==> config.mk <==
export PLATFORM = sky130hd
export DESIGN_NAME = memc_sgl_responder_flat
export DESIGN_NICKNAME = d
export VERILOG_FILES = /design/src/rtl/memc_sgl_responder_pkg.sv /design/src/rtl/memc_sgl_responder_if.sv /design/src/rtl/memc_sgl_responder_lane_align.sv /design/src/rtl/memc_sgl_responder.sv /design/src/flat_wrapper.sv
export SDC_FILE = /design/constraint.sdc
export NUM_CORES = 1
export LEC_CHECK = 0
export BUFFER_PORTS_ARGS = -buffer_cell sky130_fd_sc_hd__buf_2
export CORE_AREA = 8 8 119 121
export DETAILED_ROUTE_END_ITERATION = 7
export DIE_AREA = 0 0 127 129
export PLACE_DENSITY = 0.83
export SLEW_MARGIN = 30
export SYNTH_ARGS = -nofsm -noshare
export SYNTH_HDL_FRONTEND = slang
export SYNTH_SLANG_ARGS = --single-unit
==> constraint.sdc <==
create_clock -name clk -period 3.19 [get_ports clk]
set_clock_uncertainty 0.05 [all_clocks]
set_input_delay 0.1595 -clock clk [delete_from_list [all_inputs] [get_ports clk]]
set_output_delay 0.1595 -clock clk [all_outputs]
set_load 0.05 [all_outputs]
==> src/rtl/memc_sgl_responder_pkg.sv <==
// -----------------------------------------------------------------------------
// memc_sgl_responder_pkg
// Shared types for the memory controller's single-access (uncached/MMIO) path:
//   MemC_Cmd               memory controller command encoding
//   MemController_Req      request from the load/store side
//   MemController_SglLdRes single-access load result {valid, data}
//   MemController_SglStRes single-access store completion {valid}
//   SglBus_Req/SglBus_Res  external single-access bus request/response bundles
//   sgl_state_e            responder FSM states
// Helper functions classify commands as reads/writes and give the access size.
// -----------------------------------------------------------------------------
package memc_sgl_responder_pkg;

    typedef enum logic [3:0] {
        MEMC_NONE            = 4'd0,
        MEMC_REPLACE         = 4'd1,
        MEMC_CP_CACHE_TO_EXT = 4'd2,
        MEMC_CP_EXT_TO_CACHE = 4'd3,
        MEMC_READ_BYTE       = 4'd4,
        MEMC_READ_HALF       = 4'd5,
        MEMC_READ_WORD       = 4'd6,
        MEMC_WRITE_BYTE      = 4'd7,
        MEMC_WRITE_HALF      = 4'd8,
        MEMC_WRITE_WORD      = 4'd9
    } MemC_Cmd;

    typedef struct packed {
        MemC_Cmd     cmd;
        logic [31:0] readAddr;
        logic [31:0] writeAddr;
        logic [31:0] data;
        logic [1:0]  cacheID;
        logic [2:0]  sqID;
    } MemController_Req;

    typedef struct packed {
        logic        valid;
        logic [31:0] data;
    } MemController_SglLdRes;

    typedef struct packed {
        logic valid;
    } MemController_SglStRes;

    typedef struct packed {
        logic        valid;
        logic        we;
        logic [31:0] addr;
        logic [31:0] wdata;
        logic [3:0]  wstrb;
    } SglBus_Req;

    typedef struct packed {
        logic        rvalid;
        logic [31:0] rdata;
    } SglBus_Res;

    typedef enum logic [1:0] {
        SZ_BYTE = 2'd0,
        SZ_HALF = 2'd1,
        SZ_WORD = 2'd2
    } sgl_size_e;

    typedef enum logic [1:0] {
        IDLE = 2'd0,
        REQ  = 2'd1,
        RSP  = 2'd2,
        DONE = 2'd3
    } sgl_state_e;

    function automatic logic is_sgl_read(MemC_Cmd c);
        return (c == MEMC_READ_BYTE) || (c == MEMC_READ_HALF) || (c == MEMC_READ_WORD);
    endfunction

    function automatic logic is_sgl_write(MemC_Cmd c);
        return (c == MEMC_WRITE_BYTE) || (c == MEMC_WRITE_HALF) || (c == MEMC_WRITE_WORD);
    endfunction

    function automatic sgl_size_e sgl_size(MemC_Cmd c);
        case (c)
            MEMC_READ_BYTE, MEMC_WRITE_BYTE: return SZ_BYTE;
            MEMC_READ_HALF, MEMC_WRITE_HALF: return SZ_HALF;
            default:                         return SZ_WORD;
        endcase
    endfunction

endpackage

==> src/rtl/memc_sgl_responder_if.sv <==
// -----------------------------------------------------------------------------
// memc_sgl_responder_if
// External single-access valid/ready bus.
//   bus_valid  request valid             (master -> slave)
//   bus_ready  request accepted          (slave  -> master)
//   bus_we     1 = write                 (master -> slave)
//   bus_addr   word-aligned address      (master -> slave)
//   bus_wdata  write data, unshifted     (master -> slave)
//   bus_wstrb  byte strobes              (master -> slave)
//   bus_rvalid response valid, rd and wr (slave  -> master)
//   bus_rdata  read data, full word      (slave  -> master)
// Modports: master (memory controller side), slave (external device side).
// -----------------------------------------------------------------------------
interface memc_sgl_responder_if #(
    parameter int ADDR_W = 32
) ();
    logic              bus_valid;
    logic              bus_ready;
    logic              bus_we;
    logic [ADDR_W-1:0] bus_addr;
    logic [31:0]       bus_wdata;
    logic [3:0]        bus_wstrb;
    logic              bus_rvalid;
    logic [31:0]       bus_rdata;

    modport master (
        output bus_valid, bus_we, bus_addr, bus_wdata, bus_wstrb,
        input  bus_ready, bus_rvalid, bus_rdata
    );

    modport slave (
        input  bus_valid, bus_we, bus_addr, bus_wdata, bus_wstrb,
        output bus_ready, bus_rvalid, bus_rdata
    );
endinterface

==> src/rtl/memc_sgl_responder_lane_align.sv <==
// -----------------------------------------------------------------------------
// memc_sgl_lane_align (combinational)
// Maps a single-access command and the low address bits to byte strobes, and
// right-aligns a full read word into a byte/half/word result.
//   i_cmd         command (size taken from it)
//   i_addr_lo     address bits [1:0]
//   i_rdata       full read word from the bus
//   o_wstrb       byte strobes
//   o_rdata       zero-extended, right-aligned read data
//   o_misaligned  half with a[0]=1, or word with a[1:0]!=0
// -----------------------------------------------------------------------------
module memc_sgl_lane_align
    import memc_sgl_responder_pkg::*;
(
    input  MemC_Cmd     i_cmd,
    input  logic [1:0]  i_addr_lo,
    input  logic [31:0] i_rdata,
    output logic [3:0]  o_wstrb,
    output logic [31:0] o_rdata,
    output logic        o_misaligned
);
    logic [31:0] w_byte_sh;
    logic [31:0] w_half_sh;

    assign w_byte_sh = i_rdata >> {i_addr_lo, 3'b000};
    assign w_half_sh = i_rdata >> {i_addr_lo[1], 4'b0000};

    always_comb begin
        o_wstrb      = 4'b1111;
        o_rdata      = i_rdata;
        o_misaligned = 1'b0;
        case (sgl_size(i_cmd))
            SZ_BYTE: begin
                o_wstrb = 4'b0001 << i_addr_lo;
                o_rdata = {24'b0, w_byte_sh[7:0]};
            end
            SZ_HALF: begin
                // a[0] is dropped: the half sits in the lane pair picked by a[1]
                o_wstrb      = 4'b0011 << {i_addr_lo[1], 1'b0};
                o_rdata      = {16'b0, w_half_sh[15:0]};
                o_misaligned = i_addr_lo[0];
            end
            default: begin
                o_misaligned = (i_addr_lo != 2'b00);
            end
        endcase
    end
endmodule

==> src/rtl/memc_sgl_responder.sv <==
// -----------------------------------------------------------------------------
// memc_sgl_responder
// Memory-controller end of the single-access channel. Takes one read/write
// request at a time, drives it onto the external valid/ready bus, and returns
// a one-cycle load result or store completion. OUT_stall is high while busy.
//   clk, rst       clock, asynchronous active-high reset
//   IN_req         request (cmd, readAddr, writeAddr, data used)
//   OUT_stall      1 = request not accepted this cycle
//   OUT_sglLdRes   load result pulse {valid, data}
//   OUT_sglStRes   store completion pulse {valid}
//   bus            external bus, master modport
// Optional build macro: MEMC_SGL_TIMEOUT_EN adds a watchdog (parameter TIMEOUT)
// that forces completion after TIMEOUT cycles in REQ/RSP; reads then return
// 32'hFFFF_FFFF. Without it the FSM waits indefinitely.
//
// state | meaning
// IDLE  | waiting for a read/write command
// REQ   | bus_valid high, waiting for bus_ready
// RSP   | waiting for bus_rvalid
// DONE  | one-cycle result pulse, back to IDLE
// -----------------------------------------------------------------------------
module memc_sgl_responder
    import memc_sgl_responder_pkg::*;
#(
    parameter int ADDR_W = 32
`ifdef MEMC_SGL_TIMEOUT_EN
  , parameter int TIMEOUT = 1024
`endif
) (
    input  logic                  clk,
    input  logic                  rst,
    input  MemController_Req      IN_req,
    output logic                  OUT_stall,
    output MemController_SglLdRes OUT_sglLdRes,
    output MemController_SglStRes OUT_sglStRes,
    memc_sgl_responder_if.master  bus
);
    sgl_state_e        r_state;
    sgl_state_e        w_state_nxt;
    MemC_Cmd           r_cmd;
    logic [1:0]        r_addr_lo;
    logic              r_we;
    logic [ADDR_W-1:0] r_addr;
    logic [31:0]       r_wdata;
    logic [3:0]        r_wstrb;
    logic [31:0]       r_rdata;

    logic              w_is_rd;
    logic              w_is_wr;
    logic              w_accept;
    logic [31:0]       w_req_addr;
    SglBus_Res         w_bus_res;
    MemC_Cmd           w_al_cmd;
    logic [1:0]        w_al_lo;
    logic [3:0]        w_al_wstrb;
    logic [31:0]       w_al_rdata;
    logic              w_al_misaligned;
    logic              w_timeout;
    logic              w_unused_req;

    assign w_unused_req = ^{IN_req.cacheID, IN_req.sqID};

    assign w_is_rd    = is_sgl_read(IN_req.cmd);
    assign w_is_wr    = is_sgl_write(IN_req.cmd);
    assign w_accept   = (r_state == IDLE) && (w_is_rd || w_is_wr);
    assign w_req_addr = w_is_wr ? IN_req.writeAddr : IN_req.readAddr;
    assign w_bus_res  = '{rvalid: bus.bus_rvalid, rdata: bus.bus_rdata};

    // One aligner serves both ends: the incoming request while IDLE (strobes),
    // the latched request afterwards (read data).
    assign w_al_cmd = (r_state == IDLE) ? IN_req.cmd      : r_cmd;
    assign w_al_lo  = (r_state == IDLE) ? w_req_addr[1:0] : r_addr_lo;

    memc_sgl_lane_align u_lane_align (
        .i_cmd        (w_al_cmd),
        .i_addr_lo    (w_al_lo),
        .i_rdata      (w_bus_res.rdata),
        .o_wstrb      (w_al_wstrb),
        .o_rdata      (w_al_rdata),
        .o_misaligned (w_al_misaligned)
    );

`ifdef MEMC_SGL_TIMEOUT_EN
    localparam int CNT_W = (TIMEOUT > 2) ? $clog2(TIMEOUT) : 1;
    logic [CNT_W-1:0] r_tmo_cnt;

    always_ff @(posedge clk or posedge rst) begin
        if (rst) begin
            r_tmo_cnt <= '0;
        end else if (w_accept) begin
            r_tmo_cnt <= '0;
        end else if ((r_state == REQ) || (r_state == RSP)) begin
            r_tmo_cnt <= r_tmo_cnt + 1'b1;
        end
    end

    assign w_timeout = ((r_state == REQ) || (r_state == RSP)) &&
                       (r_tmo_cnt == CNT_W'(TIMEOUT - 1));
`else
    assign w_timeout = 1'b0;
`endif

    always_ff @(posedge clk or posedge rst) begin
        if (rst) begin
            r_state <= IDLE;
        end else begin
            r_state <= w_state_nxt;
        end
    end

    always_comb begin
        w_state_nxt        = r_state;
        OUT_stall          = (r_state != IDLE);
        bus.bus_valid      = 1'b0;
        OUT_sglLdRes.valid = 1'b0;
        OUT_sglLdRes.data  = r_rdata;
        OUT_sglStRes.valid = 1'b0;
        case (r_state)
            IDLE: begin
                if (w_accept) begin
                    w_state_nxt = REQ;
                end
            end
            REQ: begin
                bus.bus_valid = 1'b1;
                if (w_timeout) begin
                    w_state_nxt = DONE;
                end else if (bus.bus_ready) begin
                    w_state_nxt = RSP;
                end
            end
            RSP: begin
                if (w_bus_res.rvalid || w_timeout) begin
                    w_state_nxt = DONE;
                end
            end
            DONE: begin
                OUT_sglLdRes.valid = ~r_we;
                OUT_sglStRes.valid = r_we;
                w_state_nxt        = IDLE;
            end
            default: begin
                w_state_nxt = IDLE;
            end
        endcase
    end

    always_ff @(posedge clk or posedge rst) begin
        if (rst) begin
            r_cmd     <= MEMC_NONE;
            r_addr_lo <= 2'b00;
            r_we      <= 1'b0;
            r_addr    <= '0;
            r_wdata   <= '0;
            r_wstrb   <= '0;
            r_rdata   <= '0;
        end else begin
            if (w_accept) begin
                r_cmd     <= IN_req.cmd;
                r_addr_lo <= w_req_addr[1:0];
                r_we      <= w_is_wr;
                r_addr    <= {w_req_addr[ADDR_W-1:2], 2'b00};
                r_wdata   <= IN_req.data;
                r_wstrb   <= w_al_wstrb;
            end
            // A real response wins over a watchdog expiry in the same cycle.
            if ((r_state == RSP) && w_bus_res.rvalid) begin
                if (!r_we) begin
                    r_rdata <= w_al_rdata;
                end
            end else if (w_timeout && !r_we) begin
                r_rdata <= 32'hFFFF_FFFF;
            end
        end
    end

    assign bus.bus_we    = r_we;
    assign bus.bus_addr  = r_addr;
    assign bus.bus_wdata = r_wdata;
    assign bus.bus_wstrb = r_wstrb;

`ifndef SYNTHESIS
    // The requester is expected to issue naturally aligned half/word accesses.
    a_aligned_access: assert property (@(posedge clk) disable iff (rst)
        w_accept |-> !w_al_misaligned);
`endif

endmodule

==> src/flat_wrapper.sv <==
// flat-port wrapper written by rule: the top's interface ports become plain ports
module memc_sgl_responder_flat import memc_sgl_responder_pkg::*;
#(
    parameter int ADDR_W = 32

)
  (clk, rst, IN_req, OUT_stall, OUT_sglLdRes, OUT_sglStRes, bus_bus_valid, bus_bus_we, bus_bus_addr, bus_bus_wdata, bus_bus_wstrb, bus_bus_ready, bus_bus_rvalid, bus_bus_rdata);
  memc_sgl_responder_if #(.ADDR_W(ADDR_W)) bus_i ();
  input  logic clk;
  input  logic rst;
  input  MemController_Req IN_req;
  output logic OUT_stall;
  output MemController_SglLdRes OUT_sglLdRes;
  output MemController_SglStRes OUT_sglStRes;
  output wire logic [$bits(bus_i.bus_valid)-1:0] bus_bus_valid;
  output wire logic [$bits(bus_i.bus_we)-1:0] bus_bus_we;
  output wire logic [$bits(bus_i.bus_addr)-1:0] bus_bus_addr;
  output wire logic [$bits(bus_i.bus_wdata)-1:0] bus_bus_wdata;
  output wire logic [$bits(bus_i.bus_wstrb)-1:0] bus_bus_wstrb;
  input wire logic [$bits(bus_i.bus_ready)-1:0] bus_bus_ready;
  input wire logic [$bits(bus_i.bus_rvalid)-1:0] bus_bus_rvalid;
  input wire logic [$bits(bus_i.bus_rdata)-1:0] bus_bus_rdata;
  assign bus_bus_valid = bus_i.bus_valid;
  assign bus_bus_we = bus_i.bus_we;
  assign bus_bus_addr = bus_i.bus_addr;
  assign bus_bus_wdata = bus_i.bus_wdata;
  assign bus_bus_wstrb = bus_i.bus_wstrb;
  assign bus_i.bus_ready = bus_bus_ready;
  assign bus_i.bus_rvalid = bus_bus_rvalid;
  assign bus_i.bus_rdata = bus_bus_rdata;
  memc_sgl_responder #(.ADDR_W(ADDR_W)) u_core (.clk(clk), .rst(rst), .IN_req(IN_req), .OUT_stall(OUT_stall), .OUT_sglLdRes(OUT_sglLdRes), .OUT_sglStRes(OUT_sglStRes), .bus(bus_i));
endmodule
==> results.txt, run 1 <==
Status -> completed
Top Family by Delay on Critical Path -> compound AO/OA/AOI/OAI gates
Dpl ws -> 0.439 ns
Slowest cell on the critical path -> ha_1
Post-CTS Setup Repair Bufs -> 0
Number of synthesized flops with an enable pin -> 0
First DRT Iteration DRCs -> 286
Commonest cells post-synth -> dfrtp_1, nand2_1, mux2i_1
Final RePlAce weighted congestion -> 0.843
Biggest area consumer among synthesized cells -> dfrtp_1
Largest net degree at the start of global routing -> 56
CP max stage delay -> 0.60 ns
Initial antenna violation count -> 0
Max_slew headroom -> 55.1%
Post-Syn Instances -> 472
Total core area -> 0.0123 mm²
H-tree depth -> 3
Worst-Skew Late Latency -> 0.35 ns
Die Area -> 0.0164 mm²
Min Hold Slack -> 0.00852 ns
Most common cell in the netlist -> dfrtp_1
Multi-input gate area in the final layout -> 0.00220 mm²
Hold path cells -> 2
Vias in the first global route -> 4612
Hold-fix buffers at CTS -> 30
Post-DP HPWL -> 11400 µm
Share of post-route cells with drive strength above 1 -> 43.1%
Clk sink count -> 107
Tmin final -> 2.74 ns
P_leak -> 0.00353 µW
Max IR drop VDD -> 703 µV
Clock-pin transition on the worst setup and hold timing paths -> 0.07 ns
Seq/Total Area, Yosys -> 53.3%
Total CTS buffers -> 9
Final wirelength -> 15000 µm
Total track usage -> 18.1%
Chip width -> 127 µm
Synth Cell Area -> 0.00502 mm²
TritonCTS clock tree -> done
Top-Level Pins -> 246
Clock root cell -> clkbuf_16
Final hold viol count -> 0
Avg WL per Cell -> 17.0 µm
FF/Latch Area -> 0.00268 mm²
Gr ovfl total -> 0
IO Port Bufs -> 238
Pwr per Cell Area -> 1180 mW/mm²
Max-cap viol count -> 0
Slew Viols, Final -> 0
Worst-margin pin slew -> 0.660 ns
Initial Utilization -> 40.8%
Fillcell total -> 1038
Critical Path, Cell by Cell -> inv_1, ha_1, inv_1, o31a_1, a21bo_4, nand3_1, a21o_1, nand2_1, a31oi_1
Worst hold path type -> primary input to register
Post-layout util -> 56.6%
Max frequency -> 365 MHz
Ys flop type -> dfrtp_1
Setup WS post-layout -> 0.447 ns
Dpl cells -> 836
R2R Setup Slk -> 0.45 ns
Worst path bufs/invs -> 2
R2r worst-path depth -> 9
RSZ-0062 raised after global routing -> no
Nets -> 872
Unique masters post-synth -> 52
Final setup violation count -> 0
Antenna Cells -> 0
Max clock buf depth -> 2
Setup TNS -> 0 ns
Ys Warns -> 0
Row count -> 41
Critical Path AT -> 2.95 ns
Post-synth ARST share -> 100%
Synthesized area per cell -> 10.6 µm²
WP depth -> 9
Number of instances resized during post-cts repair -> 0
CP endpoint kind -> register
DRT Pass-1 Iters -> 4
Critical Path RT -> 3.40 ns
Final period util -> 86.0%
Setup CP Type -> register to register
Startpoint Class -> register
Yosys reg bits -> 107
Final Non-Filler Cells -> 881
Largest cells by area after synthesis -> dfrtp_1, mux2_2, mux2i_1
Number of vias per cell -> 5.05
First-pass GRT wire length -> 23700 µm
Routed Antenna Nets -> 0
DRC -> 0
Via count -> 4447
Synth top area share -> 53.3%
Crit path max fanout -> 16
Die Y -> 129 µm
Worst path most repeated cell -> inv_1
Synth-to-Final Area Change -> 38.6%
cells by family (layout without fill, tap and decap cells):
| kind of cell | Yosys count | in the layout | share of synthesized area, % |
|---|---|---|---|
| AOI/OAI and AO/OA | 91 | 91 | 12.2 |
| xor gates and xnor gates | 1 | 1 | 0.174 |
| adders and majority gates | 4 | 4 | 0.996 |
| buffers and inverters | 38 | 296 | 3.64 |
| DFF | 107 | 107 | 53.3 |
| muxes | 76 | 76 | 16.3 |
| other | 1 | 2 | 0.0746 |
| and+or+nand+nor | 154 | 154 | 13.3 |
final timing paths:
kind,endpoint,start
worst max-delay path,u_core.r_rdata[5],u_core.r_state[1]
worst min-delay path,u_core.bus.bus_wdata[13],IN_req[18]
worst max register to register,u_core.r_rdata[5],u_core.r_state[1]
worst min register to register,u_core.r_rdata[25],u_core.r_rdata[25]
max in group asynchronous,u_core.bus.bus_wdata[27],rst
min in group asynchronous,u_core.bus.bus_wdata[16],rst
per-stage QoR:
stage	instance area, µm²	power [µW]
finish	6960	8200
global route	6960	8650
CTS	6960	8280
detailed placement	6340	7030
global placement	6340	6910
floorplan	5030	5890
layout make-up:
class	count	share of cell area (%)
Clock inverter	5	1.22
Inverter	7	0.413
Timing Repair Buffer	274	22.2
Sequential cell	107	38.5
Tap cell	150	2.70
Multi-Input combinational cell	328	31.5
Clock buffer	10	3.43
placed cells by master, fill, tap and decap left out, types with 2 or more instances in the layout:
cell / n
nand3_1: 19
nor2b_1: 2
clkbuf_16: 9
and3b_1: 2
ha_1: 4
buf_4: 5
a21oi_1: 6
a2bb2oi_1: 8
inv_1: 6
a31oi_1: 8
o31a_1: 2
o32ai_1: 2
or2_2: 3
mux2_2: 36
a221oi_1: 8
dfrtp_1: 107
buf_2: 238
dlygate4sd3_1: 30
nand2b_1: 5
o21ai_0: 38
bufinv_16: 2
mux2i_1: 39
nand2_1: 84
nor2_2: 2
and2_1: 2
o21ai_1: 3
nor2_1: 28
conb_1: 2
registers in the layout, summed over array words and instances (netlist names):
name                  cells
u_core.bus.bus_wstrb      4
u_core.r_state            2
u_core.bus.bus_we         1
u_core.bus.bus_addr      30
u_core.r_rdata           32
u_core.r_cmd              4
u_core.bus.bus_wdata     32
u_core.r_addr_lo          2
report_power, final:
| part | total [µW] | internal (µW) | switching [µW] |
|---|---|---|---|
| combinational | 4650 | 1220 | 3430 |
| clock | 1200 | 712 | 491 |
| sequential | 2340 | 2000 | 343 |
routing by layer:
layer	GRT usage [%]	vias to the layer above	wire (µm)
met1	19.9	2087	5770
met3	5.25	28	1140
met5	0	-	0
li1	-	2153	-
met2	32.2	179	7680
met4	7.91	0	389
worst reg2reg max path: cells and delay by family, from the launching register on:
family                   cells  cell delay (ns)
AO/OA/AOI/OAI                4             1.10
adder cells (fa/ha/maj)      1             0.60
flip-flops                   1             0.40
buffers and inverters        2             0.34
AND/OR/NAND/NOR              2             0.17
Note: power is estimated with default switching activity, not from simulation.
==> run 2: changes to the inputs <==
--- a/config.mk
+++ b/config.mk
@@ -6,11 +6,12 @@
 export NUM_CORES = 1
 export LEC_CHECK = 0
 export BUFFER_PORTS_ARGS = -buffer_cell sky130_fd_sc_hd__buf_2
-export CORE_AREA = 8 8 119 121
+export CORE_AREA = 8 8 111 134
 export DETAILED_ROUTE_END_ITERATION = 7
-export DIE_AREA = 0 0 127 129
+export DIE_AREA = 0 0 119 142
 export PLACE_DENSITY = 0.83
 export SLEW_MARGIN = 30
 export SYNTH_ARGS = -nofsm -noshare
 export SYNTH_HDL_FRONTEND = slang
+export SYNTH_HIERARCHICAL = 1
 export SYNTH_SLANG_ARGS = --single-unit
==> results.txt, run 2 <==
Worst-margin pin slew -> 0.921 ns
DRC -> 0
Max_slew headroom -> 38.6%
Worst hold path type -> primary input to register
Clock-pin transition on the worst setup and hold timing paths -> 0.07 ns
Tmin final -> 2.98 ns
First DRT Iteration DRCs -> 335
Setup TNS -> 0 ns
Initial antenna violation count -> 3
Total core area -> 0.0128 mm²
Number of instances resized during post-cts repair -> 0
Ys Warns -> 6
Most frequent cells in the layout -> buf_2, dfrtp_1, mux2_2
Finished Cell Area -> 0.00723 mm²
Critical Path, Cell by Cell -> inv_1, ha_1, buf_4, nand2_1, o21ai_0, or3b_2, a21oi_4, buf_4, o21ai_0, mux2_2
TritonCTS clock tree -> done
Final period util -> 93.5%
Max IR drop VDD -> 637 µV
Die Y -> 142 µm
Clk sink count -> 107
Max-cap viol count -> 0
Critical Path RT -> 3.37 ns
Post-DP HPWL -> 12400 µm
Total track usage -> 18.4%
Final wirelength -> 16000 µm
Final RePlAce weighted congestion -> 0.874
Slowest cell on the critical path -> or3b_2
Antenna Cells -> 0
Max clock buf depth -> 2
Gr ovfl total -> 0
Critical Path AT -> 3.16 ns
Avg WL per Cell -> 18.8 µm
Synth-to-Final Area Change -> 35.9%
Chip width -> 119 µm
Startpoint Class -> register
CP endpoint kind -> register
Total CTS buffers -> 9
Routed Antenna Nets -> 0
DRT Pass-1 Iters -> 5
Synth Cell Area -> 0.00532 mm²
Min Hold Slack -> 0.0179 ns
Worst-Skew Late Latency -> 0.34 ns
Status -> completed
Vias in the first global route -> 5104
Post-Syn Instances -> 417
Crit path max fanout -> 10
IO Port Bufs -> 238
Clock root cell -> clkbuf_16
Setup CP Type -> register to register
CP max stage delay -> 0.56 ns
Initial Utilization -> 41.4%
Final setup violation count -> 0
Row count -> 46
Largest net degree at the start of global routing -> 44
Die Area -> 0.0169 mm²
Share of post-route cells with drive strength above 1 -> 57.4%
Min-delay src -> IN_req[26]
RSZ-0062 raised after global routing -> no
Nets -> 824
Number of vias per cell -> 5.33
Most common cell after layout, fill and taps aside -> buf_2
R2R Setup Slk -> 0.21 ns
First-pass GRT wire length -> 25200 µm
Synthesized area per cell -> 12.7 µm²
H-tree depth -> 3
Setup crit start -> u_core/r_state[0]
Via count -> 4537
Pwr per Cell Area -> 1210 mW/mm²
Top-Level Pins -> 246
Post-DP Area -> 0.00663 mm²
Slew Viols, Final -> 0
Max frequency -> 335 MHz
Final hold viol count -> 0
P_leak -> 0.00342 µW
Crit Reg-Reg Startpoint -> u_core/r_state[0]
## run 2: cell types whose count changed in the layout (fill, tap and decap cells not counted), moves of 10 or more
cell / previous run / this run
and2_1: 2 / 18
buf_4: 5 / 15
mux2_2: 36 / 74
mux2i_1: 39 / 0
nand2_1: 84 / 24
nand3_1: 19 / 3
nor2_1: 28 / 5
o21ai_0: 38 / 14
o221a_2: 1 / 31
or3_1: 1 / 32
## run 2: cell type report
cell class,count,area [µm²]
clock buffers,9,225
clock inverters,7,61.3
fillers,1078,5610
inverters,6,25.0
multi-input cells,272,2430
flip-flops and latches,107,2680
well taps,168,210
repair buffers,282,1590
## run 2: layer usage
layer | global-route usage, % | up-vias | wire length (µm) | part of all wire [%]
met5 | 0 | - | 30 | 0.19
met4 | 7.94 | 6 | 493 | 3.1
met3 | 6.75 | 51 | 1420 | 8.9
met2 | 33.6 | 236 | 8450 | 53
met1 | 18.3 | 2165 | 5610 | 35
li1 | - | 2079 | - | -
## run 2: critical path: cells and delay by family, from the launching register on
family,cells,cell delay [ns]
simple gates,2,0.70
compound gates,3,0.54
buf+inv,3,0.51
flops,1,0.41
fa+ha+maj,1,0.35
mux,1,0.29
## run 2: worst paths after layout
path | end | cells past startpoint
max | u_core/r_rdata[12] | 10
min | u_core/bus.bus_wdata[21] | 2
max reg2reg | u_core/r_rdata[12] | 10
min reg2reg | u_core/r_cmd[0] | 1
max in group asynchronous | u_core/bus.bus_wdata[13] | 4
min in group asynchronous | u_core/bus.bus_wdata[11] | 3
## run 2: power breakdown
| group | leakage (µW) | switching, µW | internal [µW] |
|---|---|---|---|
| registers | 0.00126 | 365 | 2020 |
| clock network | 0.000134 | 513 | 542 |
| logic | 0.00202 | 3570 | 1710 |
## run 2: stage by stage
| stage | power (µW) | setup slack, ns | utilization, % | instances |
|---|---|---|---|---|
| final | 8710 | 0.206 | 56.3 | 851 |
| after global routing | 9150 | 0.0805 | 56.3 | 851 |
| after CTS | 8750 | 0.100 | 56.0 | 847 |
| after detailed placement | 7640 | 0.109 | 51.7 | 804 |
| after global placement | 7450 | 0.260 | 51.6 | 804 |
| after floorplan | 6420 | 0.163 | - | 418 |
## run 2: timing repair
item,CTS,global route
endpoints found under the setup margin,0,6
buffers inserted,0,2
hold buffers,27,2
hold endpoints to repair,67,2
==> run 3: changes to the inputs <==
==> constraint.sdc (replaced) <==
create_clock -name clk -period 3.19 [get_ports clk]
set_clock_uncertainty 0.05 [all_clocks]
set_input_delay 0.638 -clock clk [delete_from_list [all_inputs] [get_ports clk]]
set_output_delay 0.638 -clock clk [all_outputs]
set_load 0.05 [all_outputs]
==> results.txt, run 3 (synthesized netlist as in run 2, its figures left out) <==
Status -> completed
Nets -> 796
Critical Path AT -> 3.16 ns
DRT Pass-1 Iters -> 4
Worst setup path end -> u_core/r_rdata[13]
Max clock buf depth -> 2
DRC -> 0
Setup crit start -> u_core/r_state[0]
Setup CP Type -> register to register
Most common cell after layout, fill and taps aside -> buf_2
Vias in the first global route -> 4951
R2R Setup Slk -> 0.21 ns
Clock root cell -> clkbuf_16
Hold-fix buffers at CTS -> 0
Final hold viol count -> 0
Initial antenna violation count -> 1
Min Hold Slack -> 0.378 ns
TritonCTS clock tree -> done
Worst-margin pin slew -> 0.889 ns
Crit Reg-Reg Startpoint -> u_core/r_state[0]
First DRT Iteration DRCs -> 290
Die Area -> 0.0169 mm²
Max-cap viol count -> 0
CP endpoint kind -> register
Row count -> 46
Worst-Skew Late Latency -> 0.34 ns
Routed Antenna Nets -> 0
Final RePlAce weighted congestion -> 0.889
Total core area -> 0.0128 mm²
P_leak -> 0.00331 µW
Dpl ws -> -0.119 ns
Via count -> 4407
Startpoint Class -> register
Total CTS buffers -> 9
Crit path max fanout -> 24
FF/Latch Area -> 0.00268 mm²
Number of instances resized during post-cts repair -> 0
First-pass GRT wire length -> 24500 µm
Total track usage -> 18.0%
IO Port Bufs -> 238
H-tree depth -> 3
Fillcell total -> 1114
Die Y -> 142 µm
Pwr per Cell Area -> 1250 mW/mm²
Avg WL per Cell -> 18.7 µm
Final period util -> 93.3%
Worst R2R End -> u_core/r_rdata[13]
Setup WS post-layout -> 0.214 ns
Critical Path RT -> 3.37 ns
Post-CTS Setup Repair Bufs -> 0
Gr ovfl total -> 0
R2r worst-path depth -> 8
RSZ-0062 raised after global routing -> no
Clock-pin transition on the worst setup and hold timing paths -> 0.07 ns
Multi-input gate area in the final layout -> 0.00243 mm²
Chip width -> 119 µm
Worst hold path type -> primary input to asynchronous set/reset pin
Slew Viols, Final -> 0
Top-Level Pins -> 246
Max IR drop VDD -> 648 µV
Tmin final -> 2.98 ns
Final setup violation count -> 0
Number of vias per cell -> 5.35
Max frequency -> 336 MHz
Synth-to-Final Area Change -> 31.5%
Final wirelength -> 15400 µm
Initial Utilization -> 41.4%
Post-DP HPWL -> 12100 µm
Largest net degree at the start of global routing -> 108
Most frequent cells in the layout -> buf_2, dfrtp_1, mux2_2
Share of post-route cells with drive strength above 1 -> 60.0%
Clk sink count -> 107
Max_slew headroom -> 40.7%
-- run 3: cell count changes in the layout (fill, tap and decap cells not counted), sizes merged --
cell and change:
buf +1, diode +1, dlygate4sd3 -29
-- run 3: worst min path at each step --
stage	slack, ns	startpoint	end	cells after the start
finish	0.38	rst	u_core/bus.bus_wdata[17]	3
global placement	0.43	u_core/r_cmd[3]	u_core/r_cmd[3]	2
floorplan	0.41	u_core/r_cmd[3]	u_core/r_cmd[3]	2
global route	0.44	rst	u_core/bus.bus_wdata[17]	3
detailed placement	0.44	u_core/r_rdata[24]	u_core/r_rdata[24]	1
CTS	0.43	rst	u_core/bus.bus_wdata[17]	3
-- run 3: worst max-delay path, stage by stage, from the launching register on --
cell and delay [ns]:
dfrtp_1 0.42, inv_1 0.12, ha_1 0.45, mux2_2 0.47, or3b_2 0.50, a21oi_4 0.19, buf_12 0.17, o21ai_0 0.17
mux2_2 0.30
-- run 3: where the power goes --
| part | switching, µW | leakage, µW | internal [µW] |
|---|---|---|---|
| clock | 518 | 0.000140 | 543 |
| sequential | 354 | 0.00126 | 2010 |
| combinational | 3570 | 0.00191 | 1730 |
-- run 3: layout make-up --
class	count	share of cell area [%]
Tap cell	168	3.01
Clock inverter	7	0.823
Timing Repair Buffer	254	19.5
Multi-Input combinational cell	272	34.8
Sequential cell	107	38.3
Antenna cell	1	0.0358
Inverter	6	0.376
Clock buffer	9	3.22
-- run 3: through the flow --
stage	utilization (%)	power [µW]	TNS (ns)	cell area, µm²	cells
after global placement	52.2	7550	0	6700	807
after global routing	54.5	9180	0	6990	823
final	54.5	8730	0	6990	824
after floorplan	-	6420	0	5320	418
after CTS	54.5	8810	0	6990	823
after detailed placement	52.3	7730	-0.511	6710	807
-- run 3: layer usage --
layer / track usage (%) / wire length, µm / vias to the layer above
li1: - / - / 2017
met1: 17.7 / 5430 / 2132
met2: 32.6 / 8030 / 224
met3: 6.79 / 1390 / 32
met4: 8.27 / 519 / 2
met5: 0 / 13 / -
